--- config.mk ---
export PLATFORM = sky130hd
export DESIGN_NAME = sim_host_port_flat
export DESIGN_NICKNAME = d
export VERILOG_FILES = /design/src/rtl/sim_host_port_if.sv /design/src/rtl/sim_host_port.sv /design/src/flat_wrapper.sv
export SDC_FILE = /design/constraint.sdc
export NUM_CORES = 1
export LEC_CHECK = 0
export ABC_AREA = 1
export BUFFER_PORTS_ARGS = -buffer_cell sky130_fd_sc_hd__buf_2
export CAP_MARGIN = 5
export CORE_MARGIN = 1.5
export CORE_UTILIZATION = 56
export CTS_CLUSTER_DIAMETER = 60
export DETAILED_ROUTE_END_ITERATION = 12
export HOLD_SLACK_MARGIN = 0.12
export PLACE_DENSITY_LB_ADDON = 0.25
export RECOVER_POWER = 100
export SLEW_MARGIN = 10
export SYNTH_ARGS = -nofsm -noshare
export SYNTH_HDL_FRONTEND = slang
export SYNTH_SLANG_ARGS = --single-unit
--- constraint.sdc ---
create_clock -name clk -period 3.72 [get_ports clk]
set_input_delay 0.372 -clock clk [delete_from_list [all_inputs] [get_ports clk]]
set_output_delay 0.372 -clock clk [all_outputs]
set_load 0.02 [all_outputs]
--- src/rtl/sim_host_port_if.sv ---
// Bus, console-stream and halt signals between the core-side interconnect
// and the simulation host port.
interface sim_host_port_if #(
  parameter int XLEN = 32
);
  logic            req_valid;
  logic            req_ready;
  logic            req_we;
  logic [XLEN-1:0] req_addr;
  logic [XLEN-1:0] req_wdata;
  logic            resp_valid;
  logic [XLEN-1:0] resp_rdata;
  logic            tx_valid;
  logic            tx_ready;
  logic [7:0]      tx_data;
  logic            halted;
  logic [XLEN-1:0] exit_code;

  // Handshakes: a request transfers on a cycle where req_valid && req_ready;
  // a console byte transfers on a cycle where tx_valid && tx_ready. A producer
  // holds valid and its payload stable until the transfer happens.
  modport slave (
    input  req_valid, req_we, req_addr, req_wdata, tx_ready,
    output req_ready, resp_valid, resp_rdata, tx_valid, tx_data, halted, exit_code
  );

  modport master (
    output req_valid, req_we, req_addr, req_wdata, tx_ready,
    input  req_ready, resp_valid, resp_rdata, tx_valid, tx_data, halted, exit_code
  );
endinterface

--- src/rtl/sim_host_port.sv ---
// Memory-mapped host port: console byte FIFO drained toward the host,
// a STATUS register, and a sticky EXIT code that ends the simulation.
module sim_host_port #(
  parameter int XLEN       = 32,
  parameter int FIFO_DEPTH = 8
) (
  input  logic           clk,
  input  logic           reset,
  sim_host_port_if.slave bus
);
  localparam int PTR_W = $clog2(FIFO_DEPTH);
  localparam int CNT_W = PTR_W + 1;

  localparam logic [1:0] ADDR_TXDATA = 2'd0;
  localparam logic [1:0] ADDR_STATUS = 2'd1;
  localparam logic [1:0] ADDR_EXIT   = 2'd2;

  logic [7:0]       mem_q [FIFO_DEPTH];
  logic [PTR_W-1:0] rd_ptr_q, rd_ptr_d;
  logic [PTR_W-1:0] wr_ptr_q, wr_ptr_d;
  logic [CNT_W-1:0] count_q, count_d;
  logic             resp_valid_q, resp_valid_d;
  logic [XLEN-1:0]  resp_rdata_q, resp_rdata_d;
  logic             halted_q, halted_d;
  logic [XLEN-1:0]  exit_code_q, exit_code_d;

  logic [1:0]       sel;
  logic             full, empty;
  logic             req_ready, accept, enq, deq;
  logic [XLEN-1:0]  status, load_data;
  logic             unused_addr_bits;

  assign unused_addr_bits = ^{bus.req_addr[XLEN-1:4], bus.req_addr[1:0]};

  // Full is taken from registered count only, so a same-cycle dequeue never
  // lets a store into a full FIFO.
  always_comb begin
    sel       = bus.req_addr[3:2];
    full      = (count_q == CNT_W'(FIFO_DEPTH));
    empty     = (count_q == '0);
    req_ready = !(bus.req_we && (sel == ADDR_TXDATA) && full);
    accept    = bus.req_valid && req_ready;
    enq       = accept && bus.req_we && (sel == ADDR_TXDATA);
    deq       = !empty && bus.tx_ready;

    status       = '0;
    status[15:8] = 8'(count_q);
    status[1]    = full;
    status[0]    = empty;

    case (sel)
      ADDR_STATUS: load_data = status;
      ADDR_EXIT:   load_data = exit_code_q;
      default:     load_data = '0;
    endcase
  end

  always_comb begin
    rd_ptr_d     = rd_ptr_q;
    wr_ptr_d     = wr_ptr_q;
    count_d      = count_q;
    resp_valid_d = accept;
    resp_rdata_d = (accept && !bus.req_we) ? load_data : '0;
    halted_d     = halted_q;
    exit_code_d  = exit_code_q;

    if (enq) wr_ptr_d = wr_ptr_q + 1'b1;
    if (deq) rd_ptr_d = rd_ptr_q + 1'b1;
    case ({enq, deq})
      2'b10:   count_d = count_q + 1'b1;
      2'b01:   count_d = count_q - 1'b1;
      default: count_d = count_q;
    endcase

    if (accept && bus.req_we && (sel == ADDR_EXIT) && !halted_q) begin
      halted_d    = 1'b1;
      exit_code_d = bus.req_wdata;
    end
  end

  always_ff @(posedge clk) begin
    if (reset) begin
      rd_ptr_q     <= '0;
      wr_ptr_q     <= '0;
      count_q      <= '0;
      resp_valid_q <= 1'b0;
      resp_rdata_q <= '0;
      halted_q     <= 1'b0;
      exit_code_q  <= '0;
    end else begin
      rd_ptr_q     <= rd_ptr_d;
      wr_ptr_q     <= wr_ptr_d;
      count_q      <= count_d;
      resp_valid_q <= resp_valid_d;
      resp_rdata_q <= resp_rdata_d;
      halted_q     <= halted_d;
      exit_code_q  <= exit_code_d;
    end
  end

  // Storage needs no reset: entries are only visible while counted.
  always_ff @(posedge clk) begin
    if (enq) mem_q[wr_ptr_q] <= bus.req_wdata[7:0];
  end

  assign bus.req_ready  = req_ready;
  assign bus.resp_valid = resp_valid_q;
  assign bus.resp_rdata = resp_rdata_q;
  assign bus.tx_valid   = !empty;
  assign bus.tx_data    = empty ? 8'h00 : mem_q[rd_ptr_q];
  assign bus.halted     = halted_q;
  assign bus.exit_code  = exit_code_q;
endmodule
--- src/flat_wrapper.sv ---
// flat-port wrapper written by rule: the top's interface ports become plain ports
module sim_host_port_flat 
#(
  parameter int XLEN       = 32,
  parameter int FIFO_DEPTH = 8
)
  (clk, reset, bus_req_valid, bus_req_we, bus_req_addr, bus_req_wdata, bus_tx_ready, bus_req_ready, bus_resp_valid, bus_resp_rdata, bus_tx_valid, bus_tx_data, bus_halted, bus_exit_code);
  sim_host_port_if #(.XLEN(XLEN)) bus_i ();
  input  logic clk;
  input  logic reset;
  input wire logic [$bits(bus_i.req_valid)-1:0] bus_req_valid;
  input wire logic [$bits(bus_i.req_we)-1:0] bus_req_we;
  input wire logic [$bits(bus_i.req_addr)-1:0] bus_req_addr;
  input wire logic [$bits(bus_i.req_wdata)-1:0] bus_req_wdata;
  input wire logic [$bits(bus_i.tx_ready)-1:0] bus_tx_ready;
  output wire logic [$bits(bus_i.req_ready)-1:0] bus_req_ready;
  output wire logic [$bits(bus_i.resp_valid)-1:0] bus_resp_valid;
  output wire logic [$bits(bus_i.resp_rdata)-1:0] bus_resp_rdata;
  output wire logic [$bits(bus_i.tx_valid)-1:0] bus_tx_valid;
  output wire logic [$bits(bus_i.tx_data)-1:0] bus_tx_data;
  output wire logic [$bits(bus_i.halted)-1:0] bus_halted;
  output wire logic [$bits(bus_i.exit_code)-1:0] bus_exit_code;
  assign bus_i.req_valid = bus_req_valid;
  assign bus_i.req_we = bus_req_we;
  assign bus_i.req_addr = bus_req_addr;
  assign bus_i.req_wdata = bus_req_wdata;
  assign bus_i.tx_ready = bus_tx_ready;
  assign bus_req_ready = bus_i.req_ready;
  assign bus_resp_valid = bus_i.resp_valid;
  assign bus_resp_rdata = bus_i.resp_rdata;
  assign bus_tx_valid = bus_i.tx_valid;
  assign bus_tx_data = bus_i.tx_data;
  assign bus_halted = bus_i.halted;
  assign bus_exit_code = bus_i.exit_code;
  sim_host_port #(.XLEN(XLEN), .FIFO_DEPTH(FIFO_DEPTH)) u_core (.clk(clk), .reset(reset), .bus(bus_i));
endmodule
==> results.yml, run 1 <==
setup_path:
  reg2regPathDepth: 6
  ff2ff_setup_slack_ps: 580
  crit_buf_inv: 1
  arrival_ps: 3520
  worstReg2RegStart: "u_core.count_q[0]"
  start_kind: "flop"
  cp_cell_sequence: "nor2_1 -> nand4_1 -> clkbuf_1 -> nand3_2 -> nand2_1 -> a21oi_1"
  crit_type: "reg -> reg"
  worstPathRequired_ps: 4100
  cp_max_fo: 39
  cpPeakStageDelay_ps: 920
  crit_slowest_cell: "nand3_2"
  worst_setup_path_end_kind: "flop"
  reg2reg_to: "u_core.bus.exit_code[25]"
  cpLargestDelayFamily: "simple AND/OR/NAND/NOR gates"
  crit_start: "u_core.count_q[0]"
pwr:
  leakagePower_nw: 2.44
  power.density_mw_per_mm2: 653
  p_switching_w: 0.00141
  finalPower_w: 0.00440
  p_int_w: 0.00299
  combPwrFrac: 0.221
  p_clk_frac: 0.374
  ir_drop_v: 0.000383
  pwr-share-seq: 0.406
  switching_share: 0.320
finish:
  drive_gt1_frac: 0.0973
  fin_cells: 838
  antenna_cells: 0
  area_delta_synth_final_pct: 22.6
  fin_nets: 774
clock_network:
  clk_latency_ps: 530
  cts_tree: "built"
  clockBufferDepth: 2
  htreeDepth: 4
  numClockSinks: 143
  cts-root-buf: "clkbuf_8"
  cts.reportedPaths.clkPinSlew_ps: 60
  cts_buffers: 17
die:
  num_rows: 35
  dieArea_sq_mm: 0.0104
  die_w_um: 102
  die_h_um: 102
  start_util: 0.586
  core_area_sq_mm: 0.00937
  ios: 145
global_routing:
  grt_max_degree: 40
  grt.total_usage: 0.259
  grt_pass1_vias: 4347
  use_met3: 0.0657
  globalRouteMet2Util: 0.450
  antenna_found_initial: 0
  grt_overflow: 0
  grt_pass1_wl_um: 20600
  busiest_layer: "met2"
  use_met1: 0.305
logic_synthesis:
  syn_area_sq_mm: 0.00549
  synth_edf_count: 64
  synth_seq_area_share: 0.638
  synth_cells: 573
  synth.distinct_cells: 24
  synth_ff_type: "dfxtp_1"
  synth_top_area_share: 0.350
  ys.warnings.count: 0
  avgSynthCellArea_sq_um: 9.59
  ys_top_cells_by_area: "edfxtp_1 35%, dfxtp_1 29%, nor2_1 8.2%, o21ai_0 6.0%, nand2_1 5.9%"
  async_flop_share: 0
  synthesis.nets: 650
  yosys.area.top_type: "edfxtp_1"
  ys_ff_latch: 143
place:
  dpl_worst_slack_ps: 1120
  port_buffers: 114
  hpwl_um: 7960
  gp_routability_congestion: 0.876
  dp.cells: 793
sta:
  tns_ps: 0
  period_share: 0.844
  setup_viol: 0
  final-hold-violation-count: 0
  fin_crit_ps: 3140
  grt_setup_unrepaired: "false"
  clock_skew_ps: 7.43
  holdWs_ps: 136
  maxSlewHeadroom: 0.246
  worst_pin_slew_ps: 1130
  slew_viol_final: 0
  fin_ws_ps: 580
  max_freq_ghz: 0.318
routing:
  first_iter_violations: 197
  avgRoutedWirePerCell_um: 15.8
  drtPass1Iterations: 5
  viasPerCell: 5.45
  num_vias: 4571
  antenna_left: 0
  drc: 0
  drt_wl_total_um: 13300
run_status:
  outcome: "finished, final reports clean"
run:
  drv_cap: 0
worst_hold_path:
  min_from: "bus_req_wdata[23]"
  min_path_type: "in -> reg"
  whs_endpoint: "u_core.bus.exit_code[23]"
  worst_hold_path.num_cells: 3
[worst register-to-register path: cells and delay by family (launching register included)]
kind                   cells  cell delay, ps
buffers and inverters      1             790
AO/OA/AOI/OAI              1             100
AND/OR/NAND/NOR            4            1660
flip-flops                 1             440
[worst max-delay path by stage]
stage / endpoint / slack, ps / cells past startpoint
2_1_floorplan: u_core.count_q[2] / 1680 / 14
3_3_place_gp: u_core.count_q[2] / 1230 / 11
3_5_place_dp: u_core.count_q[2] / 1120 / 11
4_1_cts: bus_tx_data[7] / 870 / 5
5_1_grt: u_core.bus.exit_code[28] / 400 / 6
6_report: u_core.bus.exit_code[25] / 580 / 6
[layer usage]
metal	routed length, um	vias up
li1	-	2184
met1	5120	2146
met2	6750	205
met3	1070	36
met4	329	0
met5	0	-
[placed cells by master, fill, tap and decap left out]
cell type / Yosys / routed
nand3_1: 6 / 6
edfxtp_1: 64 / 64
nor3_4: 1 / 1
o21ai_0: 66 / 66
dlygate4sd3_1: 0 / 14
buf_2: 7 / 30
inv_2: 1 / 1
ha_1: 8 / 8
nand3_2: 1 / 1
clkbuf_1: 17 / 89
clkinv_2: 0 / 2
nor2_1: 120 / 121
xnor2_1: 1 / 1
nand4_1: 28 / 28
buf_4: 2 / 5
o22ai_1: 5 / 5
nor3_1: 5 / 5
inv_1: 28 / 28
xor2_1: 1 / 1
dfxtp_1: 79 / 79
clkinvlp_4: 0 / 2
clkinv_4: 0 / 2
inv_4: 0 / 1
clkbuf_8: 0 / 2
inv_6: 0 / 2
clkbuf_16: 0 / 20
nand2_1: 87 / 88
a21oi_1: 37 / 37
[power groups by stage]
stage | combinational [W] | sequential (W) | clock [W]
2_1_floorplan | 0.000686 | 0.00178 | 0
5_1_grt | 0.00108 | 0.00179 | 0.00173
4_1_cts | 0.000987 | 0.00178 | 0.00165
6_report | 0.000971 | 0.00179 | 0.00164
3_5_place_dp | 0.000946 | 0.00182 | 0
3_3_place_gp | 0.000917 | 0.00181 | 0
[synth_stat cells (2+ instances only)]
library cell / number
buf_1: 3
o22ai_1: 5
buf_4: 2
buf_2: 7
clkbuf_1: 17
buf_6: 4
nand4_1: 28
nor2_1: 120
edfxtp_1: 64
o21ai_0: 66
nand2_1: 87
inv_1: 28
nor3_1: 5
a21oi_1: 37
dfxtp_1: 79
ha_1: 8
nand3_1: 6
[per-stage QoR]
step           instance area [sq um]  utilization
3_3_place_gp                    6130        0.654
4_1_cts                         6860        0.732
2_1_floorplan                   5490            -
3_5_place_dp                    6130        0.654
6_report                        6740        0.719
5_1_grt                         6740        0.719
[flip-flops by register name (all words and copies together) (netlist names), named ones only]
register and flops:
u_core.bus.exit_code 32, u_core.bus.resp_rdata 32, u_core.mem_q 64, u_core.wr_ptr_q 3, u_core.rd_ptr_q 3, u_core.bus.halted 1, u_core.count_q 4, u_core.bus.resp_valid 1
[cells by family (layout without fill, tap and decap cells)]
family | Yosys count | in the layout | synth area share
compound gates | 108 | 108 | 0.0995
xor+xnor | 2 | 2 | 0.00319
fa+ha+maj | 8 | 8 | 0.0182
buf+inv | 62 | 198 | 0.0508
flops | 143 | 143 | 0.638
simple gates | 250 | 250 | 0.190
[timing repair]
action                    in CTS  in global routing
hold buffers                  14                  0
hold endpoints to repair      14                  0
buffers inserted               0                  0
resized for setup              0                  0
[layout make-up]
| class | instances | area [sq um] |
|---|---|---|
| Timing Repair Buffer | 138 | 662 |
| Tap cell | 129 | 161 |
| Inverter | 29 | 109 |
| Multi-Input combinational cell | 368 | 1710 |
| Clock inverter | 9 | 66.3 |
| Clock buffer | 22 | 528 |
| Sequential cell | 143 | 3500 |
| Fill cell | 728 | 2640 |
Power figures use the tool's default switching activity.
==> inputs of run 2 (changes only) <==
--- a/config.mk
+++ b/config.mk
@@ -5,11 +5,11 @@
 export SDC_FILE = /design/constraint.sdc
 export NUM_CORES = 1
 export LEC_CHECK = 0
-export ABC_AREA = 1
+export ABC_AREA = 0
 export BUFFER_PORTS_ARGS = -buffer_cell sky130_fd_sc_hd__buf_2
 export CAP_MARGIN = 5
 export CORE_MARGIN = 1.5
-export CORE_UTILIZATION = 56
+export CORE_UTILIZATION = 47
 export CTS_CLUSTER_DIAMETER = 60
 export DETAILED_ROUTE_END_ITERATION = 12
 export HOLD_SLACK_MARGIN = 0.12
==> constraint.sdc (replaced) <==
create_clock -name clk -period 2.6 [get_ports clk]
set_input_delay 0.26 -clock clk [delete_from_list [all_inputs] [get_ports clk]]
set_output_delay 0.26 -clock clk [all_outputs]
set_load 0.02 [all_outputs]
==> results.yml, run 2 <==
run_status:
  outcome: "finished, final reports clean"
logic_synthesis:
  async_flop_share: 0
  ys_top_cells_by_area: "edfxtp_1 37%, dfxtp_1 30%, mux4_2 6.9%, nand2_1 5.0%, a21oi_1 3.5%"
  synth_cells: 410
  synth.distinct_cells: 35
  synth_edf_count: 64
  syn_area_sq_mm: 0.00526
  netlist_top_cells_count: "79 x dfxtp_1, 70 x nand2_1, 64 x edfxtp_1"
  ys.warnings.count: 0
  ys_ff_latch: 143
  synth_ff_type: "dfxtp_1"
  synth_top_area_share: 0.366
  yosys.area.top_type: "edfxtp_1"
  synthMostInstantiatedCell: "dfxtp_1"
  avgSynthCellArea_sq_um: 12.8
  synth_seq_area_share: 0.667
  synthesis.nets: 487
die:
  ios: 145
  dieArea_sq_mm: 0.0118
  die_h_um: 109
  die_w_um: 109
  core_area_sq_mm: 0.0109
  start_util: 0.483
  num_rows: 38
clock_network:
  htreeDepth: 4
  clk_latency_ps: 510
  cts-root-buf: "clkbuf_8"
  cts.reportedPaths.clkPinSlew_ps: 60
  numClockSinks: 143
  cts_resized: 0
  holdBufCountCts: 36
  cts_tree: "built"
  clockBufferDepth: 2
  postCtsSetupRepairBufs: 0
  cts_buffers: 17
finish:
  area_delta_synth_final_pct: 30.3
  largest_reg_flops: 64
  antenna_cells: 0
  final_common_cell: "clkbuf_1"
  num-fill-cells: 902
  drive_gt1_frac: 0.165
  largest-register: "u_core.mem_q"
  final_cell_mix: "95 x clkbuf_1, 79 x dfxtp_1, 70 x nand2_1"
  fin_nets: 652
  fin_cells: 728
sta:
  maxSlewHeadroom: 0.600
  tns_ps: 0
  max_freq_ghz: 0.406
  clock_skew_ps: 5.54
  slew_viol_final: 0
  grt_setup_unrepaired: "false"
  final-hold-violation-count: 0
  period_share: 0.947
  worst_pin_slew_ps: 600
  setup_viol: 0
  fin_crit_ps: 2460
  holdWs_ps: 176
worst_hold_path:
  min_path_type: "in -> reg"
routing:
  antenna_left: 0
  drtPass1Iterations: 5
  num_vias: 3694
  avgRoutedWirePerCell_um: 15.9
  drc: 0
  drt_wl_total_um: 11600
  first_iter_violations: 141
  viasPerCell: 5.07
global_routing:
  antenna_found_initial: 0
  grt_pass1_wl_um: 18400
  grt_overflow: 0
  grt_pass1_vias: 3658
  grt.total_usage: 0.209
  grt_max_degree: 38
pwr:
  leakagePower_nw: 2.52
  ir_drop_v: 0.000447
  power.density_mw_per_mm2: 774
setup_path:
  cpLargestDelayFamily: "simple AND/OR/NAND/NOR gates"
  cpPeakStageDelay_ps: 720
  worstPathRequired_ps: 3040
  cp_max_fo: 5
  crit_slowest_cell: "or4b_2"
  crit_buf_inv: 0
  crit_type: "reg -> reg"
  worst_setup_path_end_kind: "flop"
  start_kind: "flop"
  arrival_ps: 2910
  cp_cell_sequence: "or4b_2 -> nand2_2 -> ha_2 -> xor2_1 -> ha_1 -> a21oi_1 -> xor2_1 -> or3_1 -> a21oi_1"
place:
  hpwl_um: 7440
  port_buffers: 114
  dp.cells: 660
  gp_routability_congestion: 0.787
run:
  drv_cap: 0
[run 2: cell types whose count changed after synthesis, moves of 5 or more]
cell,previous run,this run
o21ai_0,66,2
nand4_1,28,0
and3_1,0,27
a22oi_1,0,5
inv_1,28,2
mux4_2,0,16
o22ai_1,5,0
nand2_1,87,70
nor2_1,120,31
mux2i_1,0,11
[run 2: path summary, 6_finish.rpt]
check / slack [ps] / cells past startpoint / startpoint / to
worst min-delay path: 180 / 4 / bus_tx_ready / u_core.rd_ptr_q[2]
worst min register to register: 470 / 2 / u_core.bus.exit_code[3] / u_core.bus.exit_code[3]
worst max-delay path: 140 / 9 / u_core.count_q[0] / u_core.count_q[2]
worst max register to register: 140 / 9 / u_core.count_q[0] / u_core.count_q[2]
[run 2: stage by stage]
stage | worst slack (ps) | total power (W) | util | instance area, sq um
2_1_floorplan | 38.2 | 0.00276 | - | 5260
3_3_place_gp | 209 | 0.00289 | 0.556 | 6060
3_5_place_dp | 135 | 0.00291 | 0.556 | 6060
4_1_cts | 127 | 0.00537 | 0.645 | 7020
5_1_grt | 13.4 | 0.00550 | 0.629 | 6850
6_report | 137 | 0.00530 | 0.629 | 6850
[run 2: routing by layer]
metal	vias up	global-route usage	routed length, um
li1	1790	-	-
met5	-	0	0
met2	99	0.351	5890
met3	9	0.0717	587
met1	1796	0.255	5000
met4	0	0.0648	114
[run 2: power breakdown]
group          internal (W)  switching [W]
logic              0.000211       0.000274
registers           0.00237      0.0000152
clock network       0.00152       0.000906
[run 2: worst register-to-register path, delay by kind of cell, from the launching register on]
family / cells / cell delay [ps]
AOI/OAI and AO/OA: 2 / 180
xor gates and xnor gates: 2 / 330
adders and majority gates: 2 / 420
DFF: 1 / 310
and+or+nand+nor: 3 / 1170
[run 2: cell families after synthesis]
kind of cell | count (synthesis) | share of synthesized area
AND/OR/NAND/NOR | 149 | 0.135
XOR/XNOR | 6 | 0.0114
buffers and inverters | 28 | 0.0257
multiplexers | 28 | 0.0917
flip-flops | 143 | 0.667
adder cells (fa/ha/maj) | 8 | 0.0190
AO/OA/AOI/OAI | 48 | 0.0502
[run 2: final cells by class]
class / instances / area [sq um] / area share
Inverter: 3 / 11.3 / 0.00164
Clock buffer: 19 / 443 / 0.0647
Sequential cell: 143 / 3500 / 0.512
Tap cell: 140 / 175 / 0.0256
Clock inverter: 13 / 161 / 0.0236
Multi-Input combinational cell: 239 / 1610 / 0.235
Timing Repair Buffer: 171 / 943 / 0.138
==> inputs of run 3 (changes only) <==
--- a/config.mk
+++ b/config.mk
@@ -8,11 +8,11 @@
 export ABC_AREA = 0
 export BUFFER_PORTS_ARGS = -buffer_cell sky130_fd_sc_hd__buf_2
 export CAP_MARGIN = 5
-export CORE_MARGIN = 1.5
 export CORE_UTILIZATION = 47
 export CTS_CLUSTER_DIAMETER = 60
 export DETAILED_ROUTE_END_ITERATION = 12
 export HOLD_SLACK_MARGIN = 0.12
+export MAX_ROUTING_LAYER = met4
 export PLACE_DENSITY_LB_ADDON = 0.25
 export RECOVER_POWER = 100
 export SLEW_MARGIN = 10
==> results.yml, run 3 (same netlist as run 2, synthesis figures left out) <==
setup_path:
  reg2reg_to: "u_core.count_q[2]"
  ff2ff_setup_slack_ps: 190
  crit_cells: 9
  worstSetupEndpoint: "u_core.count_q[2]"
  start_kind: "flop"
  crit_type: "reg -> reg"
  crit_slowest_cell: "or4b_2"
  arrival_ps: 2850
  worst_setup_path_end_kind: "flop"
  crit_buf_inv: 0
  worstPathRequired_ps: 3040
  crit_start: "u_core.count_q[0]"
  cpPeakStageDelay_ps: 720
  worstReg2RegStart: "u_core.count_q[0]"
  cp_max_fo: 5
  cpLargestDelayFamily: "simple AND/OR/NAND/NOR gates"
  reg2regPathDepth: 9
  cp_cell_sequence: "or4b_2 -> nand2_2 -> ha_4 -> xor2_1 -> ha_1 -> a21oi_1 -> xor2_1 -> or3_1 -> a21oi_1"
sta:
  period_share: 0.927
  fin_ws_ps: 191
  holdWs_ps: 163
  fin_crit_ps: 2410
  setup_viol: 0
  grt_setup_unrepaired: "false"
  clock_skew_ps: 7.81
  tns_ps: 0
  worst_pin_slew_ps: 1040
  final-hold-violation-count: 0
  max_freq_ghz: 0.415
  maxSlewHeadroom: 0.306
  slew_viol_final: 0
run:
  drv_cap: 0
die:
  die_w_um: 108
  die_h_um: 108
  start_util: 0.483
  dieArea_sq_mm: 0.0116
  ios: 145
  num_rows: 38
  core_area_sq_mm: 0.0109
place:
  port_buffers: 114
  hpwl_um: 7370
  dp.cells: 659
  dpl_worst_slack_ps: 172
  gp_routability_congestion: 0.765
finish:
  area_delta_synth_final_pct: 30.4
  fin_nets: 649
  drive_gt1_frac: 0.171
  fin_cells: 725
  antenna_cells: 0
  largest_reg_flops: 64
  largest-register: "u_core.mem_q"
  final_cell_mix: "93 x clkbuf_1, 79 x dfxtp_1, 70 x nand2_1"
  final_common_cell: "clkbuf_1"
clock_network:
  clockBufferDepth: 2
  htreeDepth: 4
  clk_latency_ps: 510
  cts_tree: "built"
  cts-root-buf: "clkbuf_8"
  cts_buffers: 17
  cts.reportedPaths.clkPinSlew_ps: 60
  numClockSinks: 143
routing:
  drt_wl_total_um: 11900
  drc: 0
  num_vias: 3710
  viasPerCell: 5.12
  first_iter_violations: 178
  antenna_left: 0
  avgRoutedWirePerCell_um: 16.4
  drtPass1Iterations: 4
pwr:
  ir_drop_v: 0.000471
  finalPower_w: 0.00526
  leakagePower_nw: 2.53
  power.density_mw_per_mm2: 768
global_routing:
  antenna_found_initial: 0
  grt_max_degree: 46
  use_met3: 0.0623
  grt_pass1_vias: 3802
  busiest_layer: "met2"
  globalRouteMet2Util: 0.361
  grt_overflow: 0
  grt.total_usage: 0.226
  grt_pass1_wl_um: 18900
  use_met1: 0.271
worst_hold_path:
  min_path_type: "in -> reg"
run_status:
  outcome: "finished, final reports clean"
-- run 3: worst min-delay path, delay by kind of cell --
kind | cells | cell delay [ps]
buffers and inverters | 1 | 90
XOR/XNOR | 1 | 130
AND/OR/NAND/NOR | 2 | 140
-- run 3: stage by stage --
| stage | instance area [sq um] | utilization |
|---|---|---|
| 6_report | 6850 | 0.629 |
| 5_1_grt | 6850 | 0.629 |
| 4_1_cts | 6990 | 0.642 |
| 3_5_place_dp | 6060 | 0.556 |
| 3_3_place_gp | 6060 | 0.556 |
| 2_1_floorplan | 5260 | - |
-- run 3: cell type report --
cell class,count,area [sq um]
multi-input combinational,239,1640
fill,884,4040
inverter,3,11.3
clock buffer,22,498
timing repair buffer,168,933
sequential,143,3500
tap,140,175
clock inverter,10,92.6
-- run 3: what timing repair did --
| action | CTS | global route |
|---|---|---|
| setup buffers | 0 | 0 |
| endpoints found under the hold margin | 97 | 0 |
| hold buffers | 34 | 0 |
| gates resized for setup | 0 | 1 |
| endpoints found under the setup margin | 0 | 1 |
-- run 3: worst min path at each step --
stage | from | to | slack [ps] | cells past startpoint
final | bus_tx_ready | flop | 160 | 4
after global routing | bus_tx_ready | flop | 200 | 4
after detailed placement | u_core.bus.exit_code[5] | u_core.bus.exit_code[5] | 460 | 2
after CTS | bus_tx_ready | flop | 150 | 4
after floorplan | bus_req_wdata[0] | u_core.mem_q[0][0] | 360 | 0
after global placement | u_core.bus.exit_code[26] | u_core.bus.exit_code[26] | 450 | 2
-- run 3: metal layers --
metal	part of all wire	vias up
li1	-	1777
met1	0.42	1790
met3	0.052	22
met2	0.51	121
met4	0.022	0
met5	0	-
-- run 3: power breakdown --
| part | leakage (nW) | switching, W | internal [W] | total (W) |
|---|---|---|---|---|
| sequential | 1.21 | 0.0000161 | 0.00237 | 0.00239 |
| clock | 0.296 | 0.000932 | 0.00145 | 0.00238 |
| combinational | 1.02 | 0.000274 | 0.000213 | 0.000486 |
| total | 2.53 | 0.00122 | 0.00404 | 0.00526 |
